$ cat src/rtl/triangle_assembler_pkg.sv
// Shared types for the triangle assembler: triangle record, issue-state enum,
// frame size default and the signed-area helper used by degenerate culling.
package triangle_assembler_pkg;

  localparam int TRIANGLES_DEFAULT = 72;
  localparam int VERTEX_W          = 20;
  localparam int COLOR_W           = 24;
  localparam int REC_W             = 3 * VERTEX_W + COLOR_W;

  typedef logic [VERTEX_W-1:0] vertex_t;  // {x[9:0], y[9:0]}

  typedef struct packed {
    vertex_t              a;
    vertex_t              b;
    vertex_t              c;
    logic [COLOR_W-1:0]   color;
  } tri_rec_t;

  typedef enum logic [1:0] {
    ISSUE_IDLE  = 2'd0,
    ISSUE_ISSUE = 2'd1,
    ISSUE_BUSY  = 2'd2
  } issue_state_t;

  // Twice the signed area, deliberately kept at 22 bits (wraps like the hardware).
  function automatic logic signed [21:0] tri_area2(input vertex_t a, input vertex_t b,
                                                   input vertex_t c);
    logic signed [21:0] abx, aby, acx, acy;
    abx = $signed({12'd0, b[19:10]}) - $signed({12'd0, a[19:10]});
    aby = $signed({12'd0, b[9:0]})   - $signed({12'd0, a[9:0]});
    acx = $signed({12'd0, c[19:10]}) - $signed({12'd0, a[19:10]});
    acy = $signed({12'd0, c[9:0]})   - $signed({12'd0, a[9:0]});
    return abx * acy - aby * acx;
  endfunction

endpackage

$ cat src/rtl/triangle_assembler_tri_fifo.sv
// Triangle record FIFO: register-array storage, head read straight from the
// array, push on a full FIFO is accepted only when a pop happens the same cycle.
module tri_fifo
  import triangle_assembler_pkg::*;
#(
  parameter int DEPTH = 8
) (
  input  logic                   clk_in,
  input  logic                   rst_in,
  input  logic                   push_in,
  input  tri_rec_t               data_in,
  input  logic                   pop_in,
  output tri_rec_t               head_out,
  output logic                   empty_out,
  output logic                   drop_out,
  output logic [$clog2(DEPTH):0] count_out
);

  localparam int AW = $clog2(DEPTH);

  tri_rec_t      mem [DEPTH];
  logic [AW-1:0] wr_ptr;
  logic [AW-1:0] rd_ptr;
  logic          full;
  logic          do_push;
  logic          do_pop;

  assign full      = (count_out == (AW+1)'(DEPTH));
  assign empty_out = (count_out == '0);
  assign do_pop    = pop_in && !empty_out;
  assign do_push   = push_in && (!full || do_pop);
  assign drop_out  = push_in && !do_push;
  assign head_out  = mem[rd_ptr];

  always_ff @(posedge clk_in) begin
    if (do_push) mem[wr_ptr] <= data_in;
  end

  always_ff @(posedge clk_in or posedge rst_in) begin
    if (rst_in) begin
      wr_ptr    <= '0;
      rd_ptr    <= '0;
      count_out <= '0;
    end else begin
      if (do_push) wr_ptr <= wr_ptr + AW'(1);
      if (do_pop)  rd_ptr <= rd_ptr + AW'(1);
      case ({do_push, do_pop})
        2'b10:   count_out <= count_out + (AW+1)'(1);
        2'b01:   count_out <= count_out - (AW+1)'(1);
        default: count_out <= count_out;
      endcase
    end
  end

endmodule

$ cat src/rtl/triangle_assembler.sv
// Groups screen vertices into triangles, buffers them and issues one at a time
// to the rasterizer. Define TRI_CULL_DEGENERATE_EN to drop zero-area triangles.
module triangle_assembler
  import triangle_assembler_pkg::*;
#(
  parameter int FIFO_DEPTH = 8,
  parameter int TRIANGLES  = TRIANGLES_DEFAULT
) (
  input  logic                        clk_in,
  input  logic                        rst_in,
  input  logic                        vertex_valid_in,
  input  logic [9:0]                  vertex_x_in,
  input  logic [9:0]                  vertex_y_in,
  input  logic [23:0]                 color_in,
  input  logic                        raster_last_in,
  output logic                        tri_valid_out,
  output logic [19:0]                 vertex_a_out,
  output logic [19:0]                 vertex_b_out,
  output logic [19:0]                 vertex_c_out,
  output logic [23:0]                 color_out,
  output logic [$clog2(FIFO_DEPTH):0] fifo_count_out,
  output logic                        overflow_out,
  output logic                        frame_done_out,
  output issue_state_t                issue_state_out
);

  // Handshake: tri_valid_out is a one-cycle strobe with no ready; the next
  // triangle is held back until raster_last_in arrives while BUSY.

  localparam int RET_W = $clog2(TRIANGLES + 2) + 1;

  logic [1:0]       vtx_cnt;
  vertex_t          vtx_a;
  vertex_t          vtx_b;
  vertex_t          vtx_cur;
  logic             third_vtx;
  logic             culled;
  logic             push;
  logic             pop;
  logic             fifo_drop;
  logic             fifo_empty;
  logic             raster_done;
  tri_rec_t         rec_new;
  tri_rec_t         fifo_head;
  issue_state_t     state;
  logic [RET_W-1:0] retire_cnt;
  logic [RET_W-1:0] retire_sum;

  assign vtx_cur   = {vertex_x_in, vertex_y_in};
  assign third_vtx = vertex_valid_in && (vtx_cnt == 2'd2);
  assign rec_new   = '{a: vtx_a, b: vtx_b, c: vtx_cur, color: color_in};

`ifdef TRI_CULL_DEGENERATE_EN
  assign culled = third_vtx && (tri_area2(vtx_a, vtx_b, vtx_cur) == 22'sd0);
`else
  assign culled = 1'b0;
`endif

  assign push            = third_vtx && !culled;
  assign pop             = (state == ISSUE_IDLE) && !fifo_empty;
  assign raster_done     = (state == ISSUE_BUSY) && raster_last_in;
  assign issue_state_out = state;

  always_ff @(posedge clk_in or posedge rst_in) begin
    if (rst_in) begin
      vtx_cnt <= 2'd0;
      vtx_a   <= '0;
      vtx_b   <= '0;
    end else if (vertex_valid_in) begin
      case (vtx_cnt)
        2'd0: begin
          vtx_a   <= vtx_cur;
          vtx_cnt <= 2'd1;
        end
        2'd1: begin
          vtx_b   <= vtx_cur;
          vtx_cnt <= 2'd2;
        end
        default: vtx_cnt <= 2'd0;
      endcase
    end
  end

  tri_fifo #(
    .DEPTH(FIFO_DEPTH)
  ) u_fifo (
    .clk_in    (clk_in),
    .rst_in    (rst_in),
    .push_in   (push),
    .data_in   (rec_new),
    .pop_in    (pop),
    .head_out  (fifo_head),
    .empty_out (fifo_empty),
    .drop_out  (fifo_drop),
    .count_out (fifo_count_out)
  );

  always_ff @(posedge clk_in or posedge rst_in) begin
    if (rst_in) begin
      state         <= ISSUE_IDLE;
      tri_valid_out <= 1'b0;
      vertex_a_out  <= '0;
      vertex_b_out  <= '0;
      vertex_c_out  <= '0;
      color_out     <= '0;
    end else begin
      case (state)
        ISSUE_IDLE: begin
          tri_valid_out <= 1'b0;
          if (!fifo_empty) begin
            state         <= ISSUE_ISSUE;
            tri_valid_out <= 1'b1;
            vertex_a_out  <= fifo_head.a;
            vertex_b_out  <= fifo_head.b;
            vertex_c_out  <= fifo_head.c;
            color_out     <= fifo_head.color;
          end
        end
        ISSUE_ISSUE: begin
          tri_valid_out <= 1'b0;
          state         <= ISSUE_BUSY;
        end
        ISSUE_BUSY: begin
          tri_valid_out <= 1'b0;
          if (raster_last_in) state <= ISSUE_IDLE;
        end
        default: begin
          tri_valid_out <= 1'b0;
          state         <= ISSUE_IDLE;
        end
      endcase
    end
  end

  // A rasterizer completion and a dropped record can land in the same cycle.
  assign retire_sum = retire_cnt + RET_W'(raster_done) + RET_W'(fifo_drop) + RET_W'(culled);

  always_ff @(posedge clk_in or posedge rst_in) begin
    if (rst_in) begin
      retire_cnt     <= '0;
      frame_done_out <= 1'b0;
      overflow_out   <= 1'b0;
    end else begin
      if (fifo_drop) overflow_out <= 1'b1;
      if (retire_sum >= RET_W'(TRIANGLES)) begin
        retire_cnt     <= retire_sum - RET_W'(TRIANGLES);
        frame_done_out <= 1'b1;
      end else begin
        retire_cnt     <= retire_sum;
        frame_done_out <= 1'b0;
      end
    end
  end

endmodule

$ cat config.mk
export PLATFORM = sky130hd
export DESIGN_NAME = triangle_assembler
export DESIGN_NICKNAME = d
export VERILOG_FILES = /design/src/rtl/triangle_assembler_pkg.sv /design/src/rtl/triangle_assembler_tri_fifo.sv /design/src/rtl/triangle_assembler.sv
export SDC_FILE = /design/constraint.sdc
export NUM_CORES = 1
export LEC_CHECK = 0
export ABC_AREA = 1
export CORE_ASPECT_RATIO = 1.75
export CORE_MARGIN = 5
export CORE_UTILIZATION = 60
export CTS_CLUSTER_SIZE = 8
export DETAILED_ROUTE_END_ITERATION = 16
export PLACE_DENSITY = 0.88
export SETUP_SLACK_MARGIN = 0.3
export SLEW_MARGIN = 25
export SYNTH_ARGS = -nofsm -noshare
export SYNTH_HDL_FRONTEND = slang
export SYNTH_SLANG_ARGS = --single-unit
export TNS_END_PERCENT = 1
$ cat constraint.sdc
create_clock -name clk_in -period 7.01 [get_ports clk_in]
set_clock_uncertainty 0.15 [all_clocks]
set_input_delay 1.7525 -clock clk_in [delete_from_list [all_inputs] [get_ports clk_in]]
set_output_delay 1.7525 -clock clk_in [all_outputs]
set_load 0.05 [all_outputs]
==> metrics.cfg, run 1 <==
[sta]
min_period_over_period=0.646
whs_ps=328
fmax_mhz=221
finalHoldViolCount=0
setup_violations=0
rsz0062_at_grt=no
period_needed_ps=4530
worst_pin_slew_ps=1080
drv_slew=0
max_slew_margin=0.278
tns_ps=0

[placed_design]
dpl_cell_area_sq_um=33600
port_buffers=140
dp.cells=3094
routabilityCongestion=0.830
dp_hpwl_um=45500

[setup_path]
critPathTopFamily=simple AND/OR/NAND/NOR gates
crit_path_start=vertex_valid_in
worstSetupStartpointType=primary input
end_kind=flip-flop
max_stage_delay_ps=740
critical_path.max_fanout=50
crit-reg2reg-launch=u_fifo.count_out[2]$_DFFE_PP0P_
path_buf_inv=3
critical_path_required_ps=7160
crit_type=primary input to flip-flop
path_cells=clkdlybuf4s50_1 > nand2_1 > nor2_1 > nand2_1 > inv_1 > nand2_1 > nor2_4 > buf_12
worstPathArrival_ps=4670
slowest_stage=nor2_4
path_common_cell=nand2_1

[routing]
detail_route.vias_per_cell=6.69
wirelength_um=88100
drtPass1Iterations=7
ant_nets=0
drtIter0Drc=3592
avgRoutedWirePerCell_um=26.6
vias=22100
drc=0

[power_and_ir_drop]
seqPwrFrac=0.389
combPwrFrac=0.325
p_int_mw=10.8
swShare=0.393
irDropWorstVdd_mv=0.571
clock_power_share=0.286
p_leak_nw=13.0
power_density_nw_per_um2=482
power.switching_mw=6.99

[layout]
syn2layout_area_growth_pct=17.3
finish.instance_area_sq_um=36900
final_core_util=0.707
fin_nets=2590
final_cell_count_no_fill=3310
n_antenna_cell=0
drive_gt1_frac=0.0691

[synth]
synth_warnings=0
syn_area_sq_um=31500
synth.distinct_cells=28
ys.flop_type=edfxtp_1
yosysTopAreaCellShare=0.641
synthesis.nets=2450
netlist_top_cells_count=edfxtp_1, nor2_1, o21ai_0
yosysTopAreaCell=edfxtp_1
synth.avg_cell_area_sq_um=13.2
yosysSeqAreaShare=0.759
yosys_register_bits=821
synth_edf_count=672
async_flop_share=0.181
synthTopCellsByArea=edfxtp_1, dfrtp_1, o21ai_0, nor2_1, nand2_1
syn_inst=2393
synth_most_common_cell=edfxtp_1

[floorplan]
ioPinCount=141
fp-row-count=111
start_util=0.603
core_sq_um=52200
fp.dieH_um=313
die_w_um=183
dieArea_sq_um=57300

[clocking]
cts_resized=0
path_clk_slew_ps=50
holdBufCountCts=0
clockBufferDepth=3
cts-root-buf=clkbuf_16
cts_tree=done
cts_setup_buffers=0
cts_buffers=112
clock-sinks=821
clk_latency_ps=680
h-tree-depth=3

[grt]
antenna_found_initial=0
grt_max_degree=257
grt-ovfl-total=0
grt_pass1_vias=22000
grt_pass1_wl_um=132000
grt_use_total=0.300

[min_path]
hold_path.class=flip-flop to flip-flop
hp-start=vertex_a_out[17]$_DFFE_PP0P_

[outcome]
status=complete, no violations

[run]
maxCapViolCount=0

-- registers in the layout, summed over array words and instances (netlist names) --
register	flops
u_fifo.rd_ptr	3
vtx_a	20
u_fifo.count_out	4
issue_state_out	2
vtx_cnt	2
vertex_b_out	20
retire_cnt	8
vertex_c_out	20
vertex_a_out	20
frame_done_out	1
u_fifo.mem	672
vtx_b	20
tri_valid_out	1
overflow_out	1
u_fifo.wr_ptr	3
color_out	24
-- power by group through the flow --
| stage | clock, mW | sequential (mW) | combinational, mW |
|---|---|---|---|
| after global routing | 5.34 | 6.96 | 6.13 |
| final | 5.09 | 6.92 | 5.79 |
| after detailed placement | 0 | 6.99 | 5.41 |
| after CTS | 5.08 | 6.93 | 5.60 |
| after global placement | 0 | 7.00 | 5.09 |
| after floorplan | 0 | 7.53 | 2.94 |
-- tightest hold or removal path: stages, from the launching register on --
cell	delay, ps
dfrtp_1	340
nand2_1	50
nand2_1	50
-- placed cells by master (no fill, tap or decap), types with 14 or more instances in the layout --
cell type,n
edfxtp_1,672
nor2_1,424
o21ai_0,372
nand2_1,252
dfrtp_1,146
clkdlybuf4s50_1,140
clkbuf_16,113
nand3_1,98
clkbuf_1,93
o221ai_1,84
o211ai_1,84
inv_1,45
buf_4,23
o21ai_1,14
-- logic make-up (layout without fill, tap and decap cells) --
| group | count (synthesis) | after routing | synth area share |
|---|---|---|---|
| AND/OR/NAND/NOR | 790 | 790 | 0.0988 |
| buffers and inverters | 206 | 445 | 0.0298 |
| adder cells (fa/ha/maj) | 9 | 9 | 0.00405 |
| XOR/XNOR | 9 | 9 | 0.00250 |
| AO/OA/AOI/OAI | 558 | 558 | 0.105 |
| flip-flops | 821 | 821 | 0.759 |
-- cell type report --
cell class | count | area, sq um
Sequential cell | 821 | 23900
Fill cell | 2992 | 15300
Clock inverter | 7 | 130
Clock buffer | 206 | 3180
Timing Repair Buffer | 181 | 1960
Multi-Input combinational cell | 1366 | 6700
Inverter | 51 | 209
Tap cell | 678 | 848
-- routing by layer --
| metal | share of wire | up-vias | track usage |
|---|---|---|---|
| met5 | 0 | - | 0 |
| met4 | 0.058 | 0 | 0.146 |
| met2 | 0.51 | 2063 | 0.508 |
| li1 | - | 8983 | - |
| met1 | 0.32 | 10700 | 0.374 |
| met3 | 0.11 | 404 | 0.0562 |
-- path summary, 6_finish.rpt --
kind,slack [ps],endpoint,depth (start not counted)
min,330,vertex_a_out[17]$_DFFE_PP0P_,2
max reg2reg,3000,u_fifo.count_out[3]$_DFFE_PP0P_,12
min reg2reg,330,vertex_a_out[17]$_DFFE_PP0P_,2
max,2480,u_fifo.mem[5][32]$_DFFE_PP_,8
max in group asynchronous,4380,vertex_c_out[8]$_DFFE_PP0P_,3
min in group asynchronous,1540,color_out[10]$_DFFE_PP0P_,3
-- stage by stage --
stage	setup WS, ps	total power, mW
global route	2410	18.4
CTS	2400	17.6
detailed placement	1780	12.4
floorplan	595	10.5
global placement	1720	12.1
finish	2480	17.8
(Power assumes the default switching activity.)
==> run 2: changes to the inputs <==
--- a/config.mk
+++ b/config.mk
@@ -8,10 +8,10 @@
 export ABC_AREA = 1
 export CORE_ASPECT_RATIO = 1.75
 export CORE_MARGIN = 5
-export CORE_UTILIZATION = 60
+export CORE_UTILIZATION = 54
 export CTS_CLUSTER_SIZE = 8
 export DETAILED_ROUTE_END_ITERATION = 16
-export PLACE_DENSITY = 0.88
+export PLACE_DENSITY = 0.84
 export SETUP_SLACK_MARGIN = 0.3
 export SLEW_MARGIN = 25
 export SYNTH_ARGS = -nofsm -noshare
==> constraint.sdc (replaced) <==
create_clock -name clk_in -period 3.9 [get_ports clk_in]
set_clock_uncertainty 0.15 [all_clocks]
set_input_delay 0.975 -clock clk_in [delete_from_list [all_inputs] [get_ports clk_in]]
set_output_delay 0.975 -clock clk_in [all_outputs]
set_load 0.05 [all_outputs]
==> metrics.cfg, run 2 (synthesized netlist as in run 1, its figures left out) <==
[setup_path]
critical_path_required_ps=4280  ; -2880 ps
end_kind=flip-flop
path_common_cell=nand2_1
slowest_stage=clkdlybuf4s50_1
worstPathArrival_ps=3500  ; -1170 ps
worstSetupStartpointType=primary input
path_buf_inv=3  ; unchanged
max_stage_delay_ps=480  ; -260 ps
crit_type=primary input to flip-flop
critPathTopFamily=simple AND/OR/NAND/NOR gates
critical_path.max_fanout=5  ; -90%
path_cells=clkdlybuf4s50_1 > nand2_1 > nor2_1 > buf_4 > nand3_1 > inv_1 > fa_1 > ha_1 > nand3_1 > nand2_1 > o21ai_0 > nand3_1 > nand2_1 > nand2_2 > nand2_1 > nand2_1

[grt]
grt-ovfl-total=0  ; unchanged
grt_use_total=0.251  ; -0.0493
antenna_found_initial=0  ; unchanged
grt_max_degree=261  ; +1.6%
grt_pass1_vias=21700  ; -1.4%
grt_pass1_wl_um=123000  ; -7.1%

[sta]
max_slew_margin=0.270  ; -0.00864
drv_slew=0  ; unchanged
rsz0062_at_grt=no
finalHoldViolCount=0  ; unchanged
fmax_mhz=321
min_period_over_period=0.800
setup_violations=0  ; unchanged
period_needed_ps=3120
worst_pin_slew_ps=1100  ; +13.0 ps

[clocking]
h-tree-depth=3  ; unchanged
cts_tree=done
clockBufferDepth=3  ; unchanged
cts_setup_buffers=0  ; unchanged
holdBufCountCts=0  ; unchanged
clk_latency_ps=660  ; -20 ps
path_clk_slew_ps=50  ; about the same
cts-root-buf=clkbuf_16
cts_buffers=112  ; unchanged
clock-sinks=821  ; unchanged
cts_resized=0  ; unchanged

[layout]
final_cell_count_no_fill=3418  ; +3.3%
layout_commonest_cell=edfxtp_1
drive_gt1_frac=0.0745  ; +0.00533
largest_register_ffs=672  ; unchanged
regMostFlops=u_fifo.mem
fillers=3784  ; +26%
n_antenna_cell=0  ; unchanged
largest_registers=u_fifo.mem (672), color_out (24)
syn2layout_area_growth_pct=18.1
layout_common_cells=edfxtp_1, nor2_1, o21ai_0
fin_nets=2605  ; +0.58%

[floorplan]
dieArea_sq_um=63400  ; +11%
fp.dieH_um=329  ; +5.2%
die_w_um=193  ; +5.1%
core_sq_um=58000  ; +11%
fp-row-count=117  ; +5.4%
ioPinCount=141  ; unchanged
start_util=0.543  ; -0.0598

[placed_design]
dp.cells=3206  ; +3.6%
routabilityCongestion=0.843  ; +1.6%
dp_hpwl_um=43600  ; -4.1%
port_buffers=140  ; unchanged

[routing]
vias=21100  ; -4.6%
detail_route.vias_per_cell=6.18  ; -7.6%
drtIter0Drc=3025  ; -16%
drtPass1Iterations=8  ; +1
avgRoutedWirePerCell_um=23.7  ; -11%
wirelength_um=80900  ; -8.2%
ant_nets=0  ; unchanged
drc=0  ; unchanged

[power_and_ir_drop]
p_leak_nw=13.1  ; +0.61%
totalPowerFinal_mw=31.6  ; +77%
irDropWorstVdd_mv=0.692  ; +21%
power_density_nw_per_um2=849  ; +76%

[min_path]
hold_path.class=flip-flop to flip-flop

[outcome]
status=complete, no violations

[run]
maxCapViolCount=0  ; unchanged

[run 2: changes by cell type in the layout (fill, tap and decap cells not counted), moves of 2 or more]
cell and delta:
buf_4 +12, buf_12 +8, buf_16 -4, clkbuf_16 +3, clkbuf_1 -2, inv_6 -2
[run 2: final cells by class]
cell class	count	area (sq um)	area share
Clock inverter	4	75.1	0.00202
Timing Repair Buffer	196	2080	0.0560
Sequential cell	821	23900	0.643
Inverter	51	205	0.00552
Clock buffer	207	3240	0.0872
Multi-Input combinational cell	1366	6700	0.180
Tap cell	773	967	0.0260
[run 2: final timing paths]
path	start	to	slack (ps)	cells past startpoint
max	vertex_valid_in	retire_cnt[3]$_DFF_PP0_	780	16
min reg2reg	vertex_a_out[1]$_DFFE_PP0P_	vertex_a_out[1]$_DFFE_PP0P_	330	2
max reg2reg	u_fifo.count_out[1]$_DFFE_PP0P_	u_fifo.count_out[3]$_DFFE_PP0P_	1020	13
min	vertex_a_out[1]$_DFFE_PP0P_	vertex_a_out[1]$_DFFE_PP0P_	330	2
min in group asynchronous	rst_in	vertex_b_out[6]$_DFFE_PP0P_	710	2
max in group asynchronous	rst_in	vertex_c_out[0]$_DFFE_PP0P_	2110	3
[run 2: per-layer routing]
| metal | vias up | track usage | share of wire |
|---|---|---|---|
| met4 | 0 | 0.126 | 0.049 |
| li1 | 9022 | - | - |
| met2 | 1484 | 0.440 | 0.53 |
| met1 | 10300 | 0.298 | 0.34 |
| met5 | - | 0 | 0 |
| met3 | 273 | 0.0433 | 0.088 |
[run 2: power by group]
| group | internal [mW] | leakage, nW | switching (mW) | total (mW) |
|---|---|---|---|---|
| logic | 2.96 | 3.62 | 7.44 | 10.4 |
| clock network | 5.54 | 1.57 | 3.55 | 9.09 |
| registers | 11.1 | 7.90 | 1.04 | 12.1 |
| total | 19.6 | 13.1 | 12.0 | 31.6 |
[run 2: metrics by stage]
stage	hold slack, ps	area (sq um)	setup slack [ps]	utilization	setup TNS (ps)
CTS	334	37200	755	0.641	0
floorplan	349	31500	-371	-	-243510
global placement	312	33800	147	0.584	0
detailed placement	319	33800	182	0.584	0
global route	346	37200	511	0.642	0
finish	330	37200	781	0.642	0
[run 2: worst reg2reg max path: stages, from the launching register on]
cell,delay [ps]
dfrtp_1,440
inv_1,130
nand3_1,130
nand2_4,80
buf_4,390
nand2_1,100
nand2_1,160
ha_1,280
ha_1,300
a21oi_1,150
nand2_1,80
a21oi_1,120
o21ai_0,110
xor2_1,150
